## config.mk

```make
export PLATFORM = sky130hd
export DESIGN_NAME = axilwr2wbsp
export DESIGN_NICKNAME = d
export VERILOG_FILES = /design/src/rtl/axilwr2wbsp_pkg.sv /design/src/rtl/axilwr2wbsp_wr_resp_fifo.sv /design/src/rtl/axilwr2wbsp.sv
export SDC_FILE = /design/constraint.sdc
export NUM_CORES = 1
export LEC_CHECK = 0
export ABC_AREA = 0
export BUFFER_PORTS_ARGS = -buffer_cell sky130_fd_sc_hd__buf_4
export CORE_UTILIZATION = 35
export DETAILED_ROUTE_END_ITERATION = 10
export PLACE_DENSITY = 0.56
export SLEW_MARGIN = 15
export SYNTH_ARGS = -nofsm -noshare
export SYNTH_HDL_FRONTEND = slang
export SYNTH_SLANG_ARGS = --single-unit
```

## constraint.sdc

```tcl
create_clock -name i_clk -period 6.8 [get_ports i_clk]
set_input_delay 0 -clock i_clk [delete_from_list [all_inputs] [get_ports i_clk]]
set_output_delay 0 -clock i_clk [all_outputs]
set_load 0.005 [all_outputs]
```

## src/rtl/axilwr2wbsp_pkg.sv

```systemverilog
// Shared definitions for the AXI-lite to Wishbone bridges: response codes,
// width helper and the Wishbone request record.
package axil2wb_pkg;

    localparam logic [1:0] BRESP_OKAY   = 2'b00;
    localparam logic [1:0] BRESP_SLVERR = 2'b10;

    localparam int WB_MAX_AW = 64;
    localparam int WB_MAX_DW = 64;

    function automatic int clog2(input int value);
        int r;
        r = 0;
        for (int v = value - 1; v > 0; v = v >> 1)
            r++;
        return r;
    endfunction

    typedef struct packed {
        logic [WB_MAX_AW-1:0]   addr;
        logic [WB_MAX_DW-1:0]   data;
        logic [WB_MAX_DW/8-1:0] sel;
    } wb_req_t;

endpackage

```

## src/rtl/axilwr2wbsp_wr_resp_fifo.sv

```systemverilog
// Synchronous 1-bit FIFO holding the error flag of each pending B response.
module wr_resp_fifo
    import axil2wb_pkg::*;
#(
    parameter int LGFLEN = 3
)(
    input  logic              i_clk,
    input  logic              w_reset,
    input  logic              i_push,
    input  logic              i_data,
    input  logic              i_pop,
    output logic              o_data,
    output logic [LGFLEN:0]   o_count,
    output logic              o_full,
    output logic              o_empty
);

    localparam int FLEN = 1 << LGFLEN;

    logic              mem [FLEN];
    logic [LGFLEN-1:0] wr_ptr, rd_ptr;
    logic              do_push, do_pop;

    assign o_full  = (o_count == (LGFLEN+1)'(FLEN));
    assign o_empty = (o_count == '0);
    assign o_data  = mem[rd_ptr];
    assign do_pop  = i_pop && !o_empty;
    assign do_push = i_push && (!o_full || do_pop);

    always_ff @(posedge i_clk)
        if (do_push)
            mem[wr_ptr] <= i_data;

    always_ff @(posedge i_clk) begin
        if (w_reset) begin
            wr_ptr  <= '0;
            rd_ptr  <= '0;
            o_count <= '0;
        end else begin
            if (do_push)
                wr_ptr <= wr_ptr + 1'b1;
            if (do_pop)
                rd_ptr <= rd_ptr + 1'b1;
            case ({do_push, do_pop})
                2'b10:   o_count <= o_count + 1'b1;
                2'b01:   o_count <= o_count - 1'b1;
                default: o_count <= o_count;
            endcase
        end
    end

endmodule

```

## src/rtl/axilwr2wbsp.sv

```systemverilog
// AXI-lite write channel to Wishbone pipelined write bridge with in-order B responses.
// Build option AXILWR2WB_LOWPOWER_EN zeroes the WB address/data/select while idle.
module axilwr2wbsp
    import axil2wb_pkg::*;
#(
    parameter int  C_AXI_DATA_WIDTH = 32,
    parameter int  C_AXI_ADDR_WIDTH = 28,
    parameter int  LGFIFO           = 3,
    localparam int DW               = C_AXI_DATA_WIDTH,
    localparam int AXI_LSBS         = clog2(C_AXI_DATA_WIDTH/8),
    localparam int AW               = C_AXI_ADDR_WIDTH - AXI_LSBS
)(
    input  logic            i_clk,
    input  logic            w_reset,
    input  logic            i_axi_awvalid,
    output logic            o_axi_awready,
    input  logic [AW-1:0]   i_axi_awaddr,
    input  logic [2:0]      i_axi_awprot,
    input  logic            i_axi_wvalid,
    output logic            o_axi_wready,
    input  logic [DW-1:0]   i_axi_wdata,
    input  logic [DW/8-1:0] i_axi_wstrb,
    output logic            o_axi_bvalid,
    input  logic            i_axi_bready,
    output logic [1:0]      o_axi_bresp,
    output logic            o_wb_cyc,
    output logic            o_wb_stb,
    output logic            o_wb_we,
    output logic [AW-1:0]   o_wb_addr,
    output logic [DW-1:0]   o_wb_data,
    output logic [DW/8-1:0] o_wb_sel,
    input  logic            i_wb_stall,
    input  logic            i_wb_ack,
    input  logic            i_wb_err
);

    localparam int FLEN = 1 << LGFIFO;
    localparam int SW   = DW / 8;

    logic            aw_held, w_held;
    logic [AW-1:0]   aw_addr_h;
    logic [DW-1:0]   w_data_h;
    logic [SW-1:0]   w_strb_h;
    logic            err_state;
    logic [LGFIFO:0] inflight, flush_cnt, fifo_count, pending, flush_start;
    logic [LGFIFO+1:0] committed;
    logic            aw_acc, w_acc, bus_ack, bus_err, stb_go, credit_ok, issue, stb_nxt;
    logic            fifo_push, fifo_full, fifo_empty, fifo_head;
    logic            unused_ok;

    assign o_axi_awready = !aw_held && !err_state;
    assign o_axi_wready  = !w_held && !err_state;
    assign o_wb_we       = 1'b1;
    assign o_wb_cyc      = o_wb_stb || (inflight != '0);

    assign aw_acc  = i_axi_awvalid && o_axi_awready;
    assign w_acc   = i_axi_wvalid && o_axi_wready;
    assign bus_err = i_wb_err && o_wb_cyc;
    assign bus_ack = i_wb_ack && o_wb_cyc && !i_wb_err;
    assign stb_go  = o_wb_stb && !i_wb_stall;

    // Every write holds one credit from issue until its B response is popped
    assign committed = {1'b0, inflight} + {1'b0, fifo_count} + (LGFIFO+2)'(o_wb_stb);
    assign credit_ok = committed < (LGFIFO+2)'(FLEN);
    assign issue     = (aw_held || aw_acc) && (w_held || w_acc)
                    && (!o_wb_stb || !i_wb_stall) && !err_state && !bus_err && credit_ok;

    // A strobe still pending on error is abandoned, so it is owed a SLVERR as well
    assign pending     = inflight + (LGFIFO+1)'(o_wb_stb);
    assign flush_start = (pending == '0) ? '0 : pending - 1'b1;

    always_comb begin
        stb_nxt = o_wb_stb;
        if (bus_err)
            stb_nxt = 1'b0;
        else if (issue)
            stb_nxt = 1'b1;
        else if (!i_wb_stall)
            stb_nxt = 1'b0;
    end

    // Skid stage: park an address or data beat that cannot issue yet
    always_ff @(posedge i_clk) begin
        if (w_reset) begin
            aw_held   <= 1'b0;
            aw_addr_h <= '0;
        end else if (issue) begin
            aw_held   <= 1'b0;
        end else if (aw_acc) begin
            aw_held   <= 1'b1;
            aw_addr_h <= i_axi_awaddr;
        end
    end

    always_ff @(posedge i_clk) begin
        if (w_reset) begin
            w_held   <= 1'b0;
            w_data_h <= '0;
            w_strb_h <= '0;
        end else if (issue) begin
            w_held   <= 1'b0;
        end else if (w_acc) begin
            w_held   <= 1'b1;
            w_data_h <= i_axi_wdata;
            w_strb_h <= i_axi_wstrb;
        end
    end

    // Bus stage: request registers seen by the WB slave
    always_ff @(posedge i_clk) begin
        if (w_reset) begin
            o_wb_addr <= '0;
            o_wb_data <= '0;
            o_wb_sel  <= '0;
        end else if (issue) begin
            o_wb_addr <= aw_held ? aw_addr_h : i_axi_awaddr;
            o_wb_data <= w_held  ? w_data_h  : i_axi_wdata;
            o_wb_sel  <= w_held  ? w_strb_h  : i_axi_wstrb;
        end
`ifdef AXILWR2WB_LOWPOWER_EN
        else if (!stb_nxt) begin
            o_wb_addr <= '0;
            o_wb_data <= '0;
            o_wb_sel  <= '0;
        end
`endif
    end

    always_ff @(posedge i_clk) begin
        if (w_reset) begin
            o_wb_stb  <= 1'b0;
            inflight  <= '0;
            err_state <= 1'b0;
            flush_cnt <= '0;
        end else begin
            o_wb_stb <= stb_nxt;
            if (bus_err) begin
                inflight  <= '0;
                err_state <= 1'b1;
                flush_cnt <= flush_start;
            end else begin
                case ({stb_go, bus_ack})
                    2'b10:   inflight <= inflight + 1'b1;
                    2'b01:   inflight <= inflight - 1'b1;
                    default: inflight <= inflight;
                endcase
                if (err_state) begin
                    if (flush_cnt != '0)
                        flush_cnt <= flush_cnt - 1'b1;
                    else
                        err_state <= 1'b0;
                end
            end
        end
    end

    // Response stage: error flags queued in issue order
    assign fifo_push = bus_ack || bus_err || (err_state && flush_cnt != '0);

    wr_resp_fifo #(.LGFLEN(LGFIFO)) u_bfifo (
        .i_clk   (i_clk),
        .w_reset (w_reset),
        .i_push  (fifo_push),
        .i_data  (!bus_ack),
        .i_pop   (o_axi_bvalid && i_axi_bready),
        .o_data  (fifo_head),
        .o_count (fifo_count),
        .o_full  (fifo_full),
        .o_empty (fifo_empty)
    );

    assign o_axi_bvalid = !fifo_empty;
    assign o_axi_bresp  = (fifo_head && !fifo_empty) ? BRESP_SLVERR : BRESP_OKAY;

    assign unused_ok = &{1'b0, i_axi_awprot, fifo_full};

endmodule

```

* Word-level counts from Yosys, hierarchy flattened *
Memories as Yosys holds them, arrays and structs flattened. A register that Yosys moved wholly into a read port is not among the register bits.
Cells that the tools add are included.

cells by class
  bitwise operators = 1
  add/sub/neg operators = 11
  reductions and logical operators = 48
  muxes and demuxes = 19
  equality and inequality tests = 6
  magnitude comparators = 1

operator list
  cell                                                                           count
  32-bit 2-to-1 mux                                                              1
  26-bit 2-to-1 mux                                                              1
  4-bit 2-to-1 mux                                                               5
  1-bit logical AND                                                              18
  4-bit one-hot mux with 2 select lines                                          2
  4-bit by 1-bit subtractor with 4-bit output (second input constant)            4
  1-bit logical NOT                                                              10
  4-bit by 1-bit adder with 4-bit output (second input constant)                 2
  4-bit logical NOT                                                              2
  2-bit nonzero test                                                             4
  4-bit nonzero test                                                             2
  1-bit logical OR                                                               7
  1-bit 2-to-1 mux                                                               7
  3-bit by 1-bit adder with 3-bit output (second input constant)                 2
  3-bit 2-to-1 mux                                                               2
  2-bit AND reduction                                                            3
  4-bit by 4-bit adder with 5-bit output                                         1
  5-bit by 1-bit adder with 5-bit output                                         1
  5-bit by 4-bit less-than comparator with 1-bit output (second input constant)  1
  4-bit by 1-bit adder with 4-bit output                                         1
  2-bit by 1-bit == test with 1-bit output (second input constant)               2
  2-bit == test (second input constant)                                          2
  4-bit == test (second input constant)                                          1
  2-bit OR reduction                                                             2
  3 further kinds                                                                3

storage, ports and cells
  memories kept = 1
  register bits = 146
  output and inout port bits = 70
  word-level logic and storage cells = 102
  RAM bits = 8
  input port bits = 73

memories
  name         words  bits a word  rd ports  clocked after Yosys merged registers in  write ports  RTL line                        text
  u_bfifo.mem  8      1            1         1                                        1            axilwr2wbsp_wr_resp_fifo.sv:20  logic mem [FLEN];

* Logic depth before layout (Yosys ltp) *
Gate-level depths: netlist of the first run.

  depth in word-level cells = 11
  mapped depth = 11
  depth with buffers taken out = 10

* By module *
From an unflattened synthesis of the first run, not the netlist that was laid out.

second synthesis, totals
  cells, all modules = 760
  area, all modules = 7472.2 um2

by module, submodules not included
  module        seq. area each (um2)  times used  area each (um2)  cells an instance
  axilwr2wbsp   2722.6                1           6409.9           663
  wr_resp_fifo  500.5                 1           1062.3           97

* Least setup slack after synthesis of the first run *
Ideal clock, no wire load.

  kind = reg-to-reg
  start point = register u_bfifo.o_count[0]
  end point = register u_bfifo.o_count[3]
  cell stages (with the launch flop) = 10
  arrival = 2615 ps
  data required time = 6679 ps
  buffers on the path = 0
  path slack = 4064 ps
  period minus slack after synthesis = 2736 ps
  library setup time = 121 ps
  cells stage by stage = dfxtp_1 -> or4_1 -> and2_0 -> nand3_1 -> inv_1 -> ha_1 -> a21o_1 -> a21oi_1 -> mux2_2 -> mux2_2

between the ends
  longest elaborated chain between the ends = 8
  elaborated cells between the ends (all ways) = 14
  classes of those cells = add/sub (2); eq/ne (3); mux (1); reduce/logical (8)

RTL lines
  what                                                                         RTL line                        text
  start: declaration                                                           axilwr2wbsp_wr_resp_fifo.sv:13  output logic [LGFLEN:0] o_count,
  start signal: assignment                                                     axilwr2wbsp_wr_resp_fifo.sv:45  2'b10: o_count <= o_count + 1'b1;
  start signal: assignment                                                     axilwr2wbsp_wr_resp_fifo.sv:46  2'b01: o_count <= o_count - 1'b1;
  start signal: assignment                                                     axilwr2wbsp_wr_resp_fifo.sv:47  default: o_count <= o_count;
  4-bit logical NOT (*)                                                        axilwr2wbsp_wr_resp_fifo.sv:25  assign o_empty = (o_count == '0);
  1-bit logical NOT (*)                                                        axilwr2wbsp.sv:172              assign o_axi_bvalid = !fifo_empty;
  net o_axi_bvalid                                                             axilwr2wbsp.sv:23               output logic o_axi_bvalid,
  1-bit logical AND                                                            axilwr2wbsp.sv:165              .i_pop (o_axi_bvalid && i_axi_bready),
  1-bit logical AND (*)                                                        axilwr2wbsp_wr_resp_fifo.sv:27  assign do_pop = i_pop && !o_empty;
  1-bit logical OR                                                             axilwr2wbsp_wr_resp_fifo.sv:28  assign do_push = i_push && (!o_full || do_pop);
  1-bit logical AND                                                            axilwr2wbsp_wr_resp_fifo.sv:28
  2-bit by 1-bit == test with 1-bit output or 2-bit == test (tied branches)    axilwr2wbsp_wr_resp_fifo.sv:44  case ({do_push, do_pop})
  4-bit one-hot mux with 2 select lines or 2-bit nonzero test (tied branches)  -

Mark *: on every way through the listed nets, which the timed path passes. The rest lies on a longest branch.
A chain may end at the register's enable or synchronous reset.

* Final worst setup path of the first run *
  start point = register aw_held
  end point = register o_wb_data[6]

between the ends
  longest elaborated chain between the ends = 9

RTL lines
  what                                RTL line            text
  start: declaration                  axilwr2wbsp.sv:40   logic aw_held, w_held;
  start signal: assignment            axilwr2wbsp.sv:85   aw_held <= 1'b0;
  start signal: assignment            axilwr2wbsp.sv:88   aw_held <= 1'b0;
  start signal: assignment            axilwr2wbsp.sv:90   aw_held <= 1'b1;
  1-bit logical NOT                   axilwr2wbsp.sv:51   assign o_axi_awready = !aw_held && !err_state;
  1-bit logical AND                   axilwr2wbsp.sv:51
  1-bit logical AND                   axilwr2wbsp.sv:56   assign aw_acc = i_axi_awvalid && o_axi_awready;
  1-bit logical OR (*)                axilwr2wbsp.sv:65   assign issue = (aw_held || aw_acc) && (w_held || w_acc)
  1-bit logical AND (*)               axilwr2wbsp.sv:65
  1-bit logical AND (*) (4 in a row)  axilwr2wbsp.sv:66   && (!o_wb_stb || !i_wb_stall) && !err_state && !bus_err && credit_ok;
  end signal: assignment              axilwr2wbsp.sv:117  o_wb_data <= w_held ? w_data_h : i_axi_wdata;
  end: declaration                    axilwr2wbsp.sv:30   output logic [DW-1:0] o_wb_data,

Every way passes the cells marked *; elsewhere a longest branch is shown, timed or not.

==> metrics.md, run 1 <==
| Metric | Value |
|---|---|
| Mapped cell area | `7118 um^2` |
| Die Span X | `144.6 um` |
| Final Util | `48.59%` |
| Starting Density | `36.10%` |
| CTS tree | `done` |
| Clk slew on worst S/H paths | `0.06 ns` |
| CP Max Fanout | `68` |
| Mapped Avg Cell Area | `roughly 9.5 um^2` |
| Number of buffers created by CTS | `17` |
| DRC | `0` |
| Drt total wl | `17240 um` |
| Wire length per cell | `14.33 um` |
| Sequential area share after synthesis | `45.28%` |
| Max Cap Viol | `0` |
| Max-slew violations | `0` |
| Clk_lat worst skew | `0.42 ns` |
| Pwr dens | `~440 nW/um^2` |
| Post-DP HPWL | `10670 um` |
| Crit-path slowest cell | `dfxtp_2` |
| Top FF cell, synth | `dfxtp_1` |
| Peak VDD IR | `0.1949 mV` |
| Die area | `between 20000 and 25000 um^2` |
| Final instance area | `9580 um^2` |
| Synth top area cells | `dfxtp_1 42%, mux2i_1 14%, a211oi_2 5.3%` |
| Placed Instances | `1104` |
| DR pass1 iterations | `4` |
| Worst path cell trace | `o211ai_1 > a2111oi_4 > buf_4 > nor2_1 > a211oi_1` |
| Flops & latches, synth | `157` |
| Count of cell types in the netlist | `51` |
| Post-synth EDFFs | `8` |
| H-Tree Depth | `4` |
| I/O Buffers | `137` |
| Async set-reset flop share out of synthesis | `0%` |
| Leakage | `3.775 nW` |
| Unrepaired setup endpoints after global routing | `no` |
| CP Class | `reg -> reg` |
| Maximum clock frequency | `330.3 MHz` |
| First-pass GRT wire length | `27300 um` |
| Clk sink count | `157` |
| Overall Power | `0.004189 W` |
| Yosys top cell by area | `dfxtp_1` |
| Clock Tree Buf Depth | `2` |
| Crit-path max cell delay | `0.95 ns` |
| Worst slew margin | `34.15%` |
| Area Growth Syn to Fin | `34.59%` |
| # fillers | `about 1.9k` |
| Syn nets | `839` |
| Initial antenna violation count | `0` |
| Largest net degree at the start of global routing | `76` |
| Setup TNS | `0 ns` |
| Crit. End Element | `register` |
| Non-Filler Instances | `1203` |
| DRT iter0 DRCs | `around 220` |
| Gp weighted congestion | `0.7827` |
| Placed cell area | `8273 um^2` |
| Site row count | `51` |
| Share of layout cells above drive strength 1 | `23.24%` |
| Top cell type's share of synthesized area | `41.91%` |
| Clock skew | `0.01029 ns` |
| Status | `finished clean` |
| Vias | `5803` |
| Post-CTS setup buffers | `0` |
| CORE AREA | `just under 20000 um^2` |
| Aggregate global routing overflow | `0` |
| Syn. warnings | `0` |
| Sequential Area | `3226 um^2` |
| Area of the multi-input gates | `3593 um^2` |
| Root buf cell | `clkbuf_16` |
| Routed vias/inst | `4.824` |
| Gr usage total | `16.62%` |
| Worst Tran Pin Value | `a little under 1 ns` |
| Period utilisation layout | `44.52%` |
| Total I/O pin count | `143` |
| CP Launch Type | `register` |
| Final Hold Fails | `0` |
| Die Span Y | `144.6 um` |
| CP Buf/Inv Count | `1` |
| Diode count | `0` |
| WP data arrival | `3.35 ns` |
| Vias in the first global route | `5366` |
| Worst hold path type | `in -> reg` |
| Minimum clock period | `3.027 ns` |
| Crit path max-delay family | `compound AO/OA/AOI/OAI gates` |
| Routed Antenna Nets | `0` |
| Mapped Cells | `roughly 750` |
| Final #Nets | `approximately 1.0k` |
| Worst EP required | `around 7.1 ns` |
| Endpoints failing setup | `0` |
-- worst reg2reg max path: cells and delay by family (launching register included) --
| family | cells | cell delay (ns) |
|---|---|---|
| buffers and inverters | 1 | 0.70 |
| DFF | 1 | 0.95 |
| AOI/OAI and AO/OA | 3 | 1.18 |
| and+or+nand+nor | 1 | 0.10 |
-- layer usage --
metal	up-vias	GRT usage [%]	share of wire (%)
li1	3005	-	-
met1	2663	21.40	48
met2	124	26.44	45
met3	11	4.934	5.9
met4	0	5.429	1.0
met5	-	0	0
-- layout by cell type (no fill, tap or decap), types with 3 or more instances in the layout --
master / n
xor2_1: 7
or3_1: 3
dfxtp_1: 147
bufinv_16: 3
buf_4: 145
inv_6: 4
a21oi_1: 38
nor3_1: 10
xnor2_1: 5
nand3_1: 28
ha_1: 13
inv_1: 10
mux2i_1: 100
clkbuf_16: 18
a211oi_2: 30
nand2_1: 89
a211oi_1: 39
a21o_1: 5
o211ai_1: 3
edfxtp_1: 8
o21ai_0: 31
nor4_1: 3
dlygate4sd3_1: 66
nand2b_1: 3
nor2_1: 81
-- cells in the mapped netlist, drive strengths merged, types with 3 or more instances --
master  number
dfxtp      149
a211oi      69
edfxtp       8
inv         11
nand2       89
ha          13
nor2        82
xnor2        5
nand3       28
o21ai       31
clkbuf      34
o211ai       3
buf         23
xor2         7
nor4         3
and2         3
nor3        10
a21o         5
mux2i      100
a21oi       38
nand2b       3
or3          3
-- power breakdown --
part	leakage, nW	switching (W)	internal (W)
clock	0.307	0.000414	0.000621
sequential	1.29	0.000208	0.00124
combinational	2.18	0.000905	0.000799
total	3.78	0.00153	0.00266
-- sequential cells by signal (all words and copies together) (netlist names), named ones only --
signal           cells
o_wb_stb             1
u_bfifo.mem          8
o_wb_addr           26
o_wb_data           32
inflight             4
flush_cnt            4
w_data_h            32
w_strb_h             4
u_bfifo.rd_ptr       3
u_bfifo.wr_ptr       3
aw_addr_h           26
err_state            1
o_wb_sel             4
aw_held              1
u_bfifo.o_count      4
w_held               1
-- timing repair --
item | 4_1_cts | 5_1_grt
hold buffers | 66 | 0
resized for setup | 0 | 0
hold endpoints to repair | 127 | 0
-- final cells by class --
cell class / instances / area share, %
multi-input cells: 527 / 37.51
flip-flops and latches: 157 / 33.67
repair buffers: 211 / 18.26
clock buffers: 20 / 4.884
well taps: 265 / 3.461
clock inverters: 12 / 1.789
inverters: 11 / 0.4310
-- metrics by stage --
stage               setup slack, ns  hold slack (ns)
detailed placement            3.195           0.2742
CTS                           3.159          0.07533
global placement              3.200           0.2681
floorplan                     4.064           0.1421
finish                        3.773          0.08561
global route                  3.445           0.1068
-- worst paths after layout --
kind | end | cells after the start | from | slack (ns)
max | o_wb_data[6]$_SDFFE_PP0P_ | 5 | aw_held$_SDFFE_PP0P_ | 3.77
min | err_state$_SDFF_PP0_ | 3 | i_wb_err | 0.09
max reg2reg | o_wb_data[6]$_SDFFE_PP0P_ | 5 | aw_held$_SDFFE_PP0P_ | 3.77
min reg2reg | w_data_h[4]$_SDFFE_PP0P_ | 2 | w_data_h[4]$_SDFFE_PP0P_ | 0.46
-- logic make-up (layout without fill, tap and decap cells) --
kind of cell               count (synthesis)  after routing  share of synthesized area [%]
AOI/OAI and AO/OA                        163            163                          17.30
buffers and inverters                     68            254                          4.412
DFF                                      157            157                          45.28
xor gates and xnor gates                  12             12                          1.477
other                                      2              2                         0.1055
and+or+nand+nor                          232            232                          13.85
muxes                                    104            104                          15.01
adders and majority gates                 14             14                          2.566
Note: power is estimated with default switching activity, not from simulation.
==> inputs of run 2 (changes only) <==
==> constraint.sdc (replaced) <==
create_clock -name i_clk -period 3 [get_ports i_clk]
set_input_delay 0 -clock i_clk [delete_from_list [all_inputs] [get_ports i_clk]]
set_output_delay 0 -clock i_clk [all_outputs]
set_load 0.005 [all_outputs]
==> metrics.md, run 2 (synthesis gave the netlist of run 1 again) <==
| Metric | Value |
|---|---|
| Status | `finished clean` |
| Area of the multi-input gates | `3593 um^2` |
| Endpoints failing setup | `0` |
| Critical Path Start | `inflight[0]$_SDFFE_PP0P_` |
| Root buf cell | `clkbuf_16` |
| Worst hold path type | `in -> reg` |
| Setup TNS | `0 ns` |
| Minimum clock period | `around 2.8 ns` |
| CP Class | `reg -> reg` |
| I/O Buffers | `137` |
| Wire length per cell | `14.39 um` |
| Post-Place Setup Slack | `0.2537 ns` |
| Die Span Y | `144.6 um` |
| Die area | `about 21000 um^2` |
| CP Launch Type | `register` |
| Worst Tran Pin Value | `just under 0.8 ns` |
| Largest net degree at the start of global routing | `67` |
| Initial antenna violation count | `0` |
| Total I/O pin count | `143` |
| Share of layout cells above drive strength 1 | `roughly 24%` |
| Final worst slack | `0.2140 ns` |
| Clock skew | `0.01051 ns` |
| Area Growth Syn to Fin | `35.07%` |
| Unrepaired setup endpoints after global routing | `no` |
| Most frequent cells in the layout | `151 x buf_4, 147 x dfxtp_1, 100 x mux2i_1` |
| # fillers | `1854` |
| DRT iter0 DRCs | `around 200` |
| H-Tree Depth | `4` |
| CTS tree | `done` |
| Max-slew violations | `0` |
| Largest regs | `o_wb_data (32), w_data_h (32)` |
| HP Start | `i_wb_err` |
| DRC | `0` |
| Post_cts resized | `0` |
| Commonest non-fill, non-tap cell in the layout | `buf_4` |
| CP Max Fanout | `7` |
| Peak VDD IR | `0.4699 mV` |
| Crit. End Element | `register` |
| Worst EP required | `3.35 ns` |
| RR Startpoint | `inflight[0]$_SDFFE_PP0P_` |
| Aggregate global routing overflow | `0` |
| Number of buffers created by CTS | `17` |
| Period utilisation layout | `92.87%` |
| Pwr dens | `971.1 nW/um^2` |
| Diode count | `0` |
| Vias | `about 5.9k` |
| Final #Nets | `1021` |
| CORE AREA | `19720 um^2` |
| Clk_lat worst skew | `0.43 ns` |
| Post-DP HPWL | `between 10000 and 15000 um` |
| Starting Density | `36.10%` |
| Post-CTS setup buffers | `0` |
| Routed vias/inst | `4.848` |
| Vias in the first global route | `approximately 5.6k` |
| Worst slew margin | `47.06%` |
| Clock Tree Buf Depth | `2` |
| First-pass GRT wire length | `28060 um` |
| Maximum clock frequency | `358.9 MHz` |
| Hold WS | `0.09152 ns` |
| Drt total wl | `around 17000 um` |
| Routed Antenna Nets | `0` |
| Final Hold Fails | `0` |
| Max Cap Viol | `0` |
| DR pass1 iterations | `4` |
| Die Span X | `144.6 um` |
| Gp weighted congestion | `around 0.76` |
| Clk sink count | `157` |
| Clk slew on worst S/H paths | `0.07 ns` |
| Leakage | `3.793 nW` |
| WP data arrival | `3.14 ns` |
| Gr usage total | `17.11%` |
| Reg-to-reg slack, setup | `around 0.21 ns` |
| Site row count | `51` |
| Sequential Area | `3226 um^2` |
run 2: cell count changes in the layout (fill, tap and decap cells not counted), sizes merged:
cell | previous run | this run
clkinv | 1 | 5
clkinvlp | 2 | 3
inv | 17 | 15
bufinv | 3 | 0
buf | 145 | 154
run 2: where the power goes:
group | internal [W] | total (W) | switching, W
Combinational | 0.00189 | 0.00402 | 0.00213
Sequential | 0.00282 | 0.00323 | 0.000415
Clock | 0.00114 | 0.00209 | 0.000943
Total | 0.00585 | 0.00934 | 0.00349
run 2: per-layer routing:
layer / up-vias / track usage (%) / wire (um)
met1: 2718 / 22.56 / 8493
met5: - / 0 / 0
met4: 0 / 4.820 / 170
met2: 113 / 26.85 / 7840
met3: 14 / 5.166 / 931
li1: 3031 / - / -
run 2: worst paths after layout:
check	to	depth (start not counted)
setup / recovery	inflight[2]$_SDFFE_PP0P_	10
hold / removal	flush_cnt[0]$_SDFFE_PP0P_	3
setup reg to reg	inflight[2]$_SDFFE_PP0P_	10
hold reg to reg	w_data_h[31]$_SDFFE_PP0P_	2
run 2: critical path: stages, from the launching register on:
cell and delay, ns:
dfxtp_1 0.40, or3_1 0.46, or2_2 0.34, and2_1 0.17
ha_1 0.29, xor2_1 0.17, ha_1 0.18, a31oi_1 0.17
xor2_1 0.10, or3_1 0.31, a21oi_1 0.14
run 2: cell type report:
type	instances	share of cell area (%)
Tap cell	265	3.449
Sequential cell	157	33.55
Timing Repair Buffer	220	19.29
Inverter	11	0.4295
Clock buffer	20	4.854
Clock inverter	12	1.054
Multi-Input combinational cell	527	37.38
run 2: timing repair:
action,in CTS,in global routing
hold endpoints to repair,129,0
setup endpoints to repair,0,0
hold buffers,66,0
run 2: stage by stage:
stage	instance area (um^2)	total power, W	utilization, %	instances
2_1_floorplan	7118	0.005870	-	752
3_3_place_gp	8386	0.007222	42.53	1114
3_5_place_dp	8386	0.007253	42.53	1114
4_1_cts	9614	0.009451	48.76	1212
5_1_grt	9614	0.01005	48.76	1212
6_report	9614	0.009336	48.76	1212
==> inputs of run 3 (changes only) <==
--- a/config.mk
+++ b/config.mk
@@ -7,9 +7,9 @@
 export LEC_CHECK = 0
 export ABC_AREA = 0
 export BUFFER_PORTS_ARGS = -buffer_cell sky130_fd_sc_hd__buf_4
-export CORE_UTILIZATION = 35
+export CORE_UTILIZATION = 50
 export DETAILED_ROUTE_END_ITERATION = 10
-export PLACE_DENSITY = 0.56
+export PLACE_DENSITY = 0.75
 export SLEW_MARGIN = 15
 export SYNTH_ARGS = -nofsm -noshare
 export SYNTH_HDL_FRONTEND = slang
==> metrics.md, run 3 (synthesis gave the netlist of run 1 again) <==
| Metric | Value |
|---|---|
| Crit. End Element | `register` |
| Switching Power | `0.003448 W` |
| CTS tree | `done` |
| Most frequent cells in the layout | `147 x dfxtp_1, 145 x buf_4, 100 x mux2i_1` |
| CORE AREA | `13880 um^2` |
| RR Startpoint | `inflight[0]$_SDFFE_PP0P_` |
| Hold Path Sink | `err_state$_SDFF_PP0_` |
| Initial antenna violation count | `0` |
| Crit-path slowest cell | `or3_1` |
| Diode count | `0` |
| Routed wl met2 | `8915 um` |
| DR pass1 iterations | `6` |
| Reg-to-reg slack, setup | `0.16 ns` |
| Clock Tree Buf Depth | `2` |
| Overall Power | `around 0.0095 W` |
| Sw Ratio | `36.34%` |
| Die Span Y | `121.3 um` |
| WP data arrival | `3.19 ns` |
| Max-slew violations | `0` |
| Gr usage total | `24.64%` |
| Drt total wl | `between 15000 and 20000 um` |
| Die area | `around 15000 um^2` |
| Critical R2R Capture | `inflight[2]$_SDFFE_PP0P_` |
| Gp weighted congestion | `a little over 0.9` |
| Highest routed layer | `met4` |
| Final #Nets | `roughly 1.0k` |
| Largest net degree at the start of global routing | `98` |
| Clk slew on worst S/H paths | `~0.060 ns` |
| DR WL met3 | `955 um` |
| WHS Path Cells | `3` |
| Worst EP required | `3.35 ns` |
| Clk sink count | `around 160` |
| Gate power share | `between 40% and 50%` |
| Max Cap Viol | `0` |
| Setup TNS | `0 ns` |
| Pwr dens | `around 1000 nW/um^2` |
| Placed Instances | `slightly above 1k` |
| Site row count | `43` |
| Root buf cell | `clkbuf_16` |
| Period utilisation layout | `94.54%` |
| Crit-path max cell delay | `roughly 0.45 ns` |
| HP Start | `i_wb_err` |
| Clock share of power | `23.6%` |
| Final worst slack | `0.1639 ns` |
| Status | `finished clean` |
| Vias | `6159` |
| CP Launch Type | `register` |
| Worst hold path type | `in -> reg` |
| Aggregate global routing overflow | `0` |
| CP Class | `reg -> reg` |
| Post-Place Setup Slack | `0.2126 ns` |
| Clock skew | `0.009047 ns` |
| Largest regs | `o_wb_data (32), w_data_h (32)` |
| Leakage | `3.780 nW` |
| Minimum clock period | `2.836 ns` |
| Maximum clock frequency | `352.6 MHz` |
| Total I/O pin count | `about 140` |
| Die Span X | `121.3 um` |
| Wire length per cell | `15.86 um` |
| Starting Density | `51.28%` |
| Worst Tran Pin Value | `0.9776 ns` |
| Seq pwr share | `34.3%` |
| Post-CTS setup buffers | `0` |
| Unrepaired setup endpoints after global routing | `no` |
| First-pass GRT wire length | `28510 um` |
| Vias in the first global route | `6032` |
| I/O Buffers | `137` |
| Worst path cell trace | `or3_1 > or2_2 > and2_1 > ha_1 > xor2_1 > ha_1 > a31oi_1 > xor2_1 > or3_1 > a21oi_1` |
| Post-DP HPWL | `10750 um` |
| Clk_lat worst skew | `0.44 ns` |
| Number of buffers created by CTS | `17` |
| Final Hold Fails | `0` |
| Wl on met1 | `approximately 7500 um` |
| Power Internal | `0.006040 W` |
| Endpoints failing setup | `0` |
| Routed Antenna Nets | `0` |
| H-Tree Depth | `4` |
| Routed vias/inst | `5.504` |
| Post_cts resized | `0` |
| Share of layout cells above drive strength 1 | `a little under a quarter` |
| Non-Filler Instances | `1119` |
| DRC | `0` |
| Reg2reg path depth | `10` |
| Commonest non-fill, non-tap cell in the layout | `dfxtp_1` |
| CP Max Fanout | `7` |
| DRT iter0 DRCs | `388` |
| Area Growth Syn to Fin | `33.22%` |
| Worst slew margin | `34.63%` |
| Peak VDD IR | `around 0.52 mV` |
-- run 3: changes by cell type in the layout (fill, tap and decap cells not counted), sizes merged --
cell | before | now
clkbuf | 20 | 21
inv | 15 | 12
buf | 154 | 147
bufinv | 0 | 3
clkinvlp | 3 | 2
clkinv | 5 | 4
-- run 3: critical path, delay by kind of cell (launching register included) --
family / cells / cell delay [ns]
AOI/OAI and AO/OA: 2 / 0.34
xor gates and xnor gates: 2 / 0.29
and+or+nand+nor: 4 / 1.27
adders and majority gates: 2 / 0.48
DFF: 1 / 0.39
-- run 3: routing by layer --
layer,track usage [%],vias up
met2,43.57,176
met5,0,-
met4,9.722,0
met3,6.908,38
met1,27.73,2930
li1,-,3015
-- run 3: area by class of cell --
type                            instances  area (um^2)
Tap cell                              180        225.2
Sequential cell                       157         3226
Timing Repair Buffer                  213         1789
Clock inverter                         10        137.6
Inverter                               11        41.29
Fill cell                            1042         4398
Clock buffer                           21        470.5
Multi-Input combinational cell        527         3593
-- run 3: worst max-delay path by stage --
stage	cells after the start	start	slack (ns)	end
CTS	10	inflight[0]$_SDFFE_PP0P_	0.18	inflight[2]$_SDFFE_PP0P_
detailed placement	10	inflight[0]$_SDFFE_PP0P_	0.21	inflight[2]$_SDFFE_PP0P_
global route	10	inflight[2]$_SDFFE_PP0P_	0.007	inflight[2]$_SDFFE_PP0P_
finish	10	inflight[0]$_SDFFE_PP0P_	0.16	inflight[2]$_SDFFE_PP0P_
global placement	9	u_bfifo.o_count[0]$_SDFFE_PP0P_	0.34	u_bfifo.o_count[3]$_SDFFE_PP0P_
floorplan	9	u_bfifo.o_count[0]$_SDFFE_PP0P_	0.26	u_bfifo.o_count[3]$_SDFFE_PP0P_
-- run 3: stage by stage --
| step | utilization [%] | hold slack [ns] | area, um^2 |
|---|---|---|---|
| final | 68.32 | 0.09304 | 9483 |
| after detailed placement | 59.18 | 0.2739 | 8214 |
| after CTS | 68.32 | 0.05488 | 9483 |
| after global placement | 59.18 | 0.2654 | 8214 |
| after global routing | 68.32 | 0.09805 | 9483 |
| after floorplan | - | 0.1421 | 7118 |
-- run 3: power groups by stage --
stage          Clock [W]  Combinational, W  Sequential [W]
2_1_floorplan          0           0.00264         0.00323
3_3_place_gp           0           0.00378         0.00324
3_5_place_dp           0           0.00390         0.00328
4_1_cts          0.00226           0.00399         0.00325
5_1_grt          0.00234           0.00438         0.00334
6_report         0.00224           0.00399         0.00325
-- run 3: repair_timing --
item	4_1_cts	5_1_grt
hold endpoints to repair	128	0
endpoints found under the setup margin	0	0
hold buffers	66	0
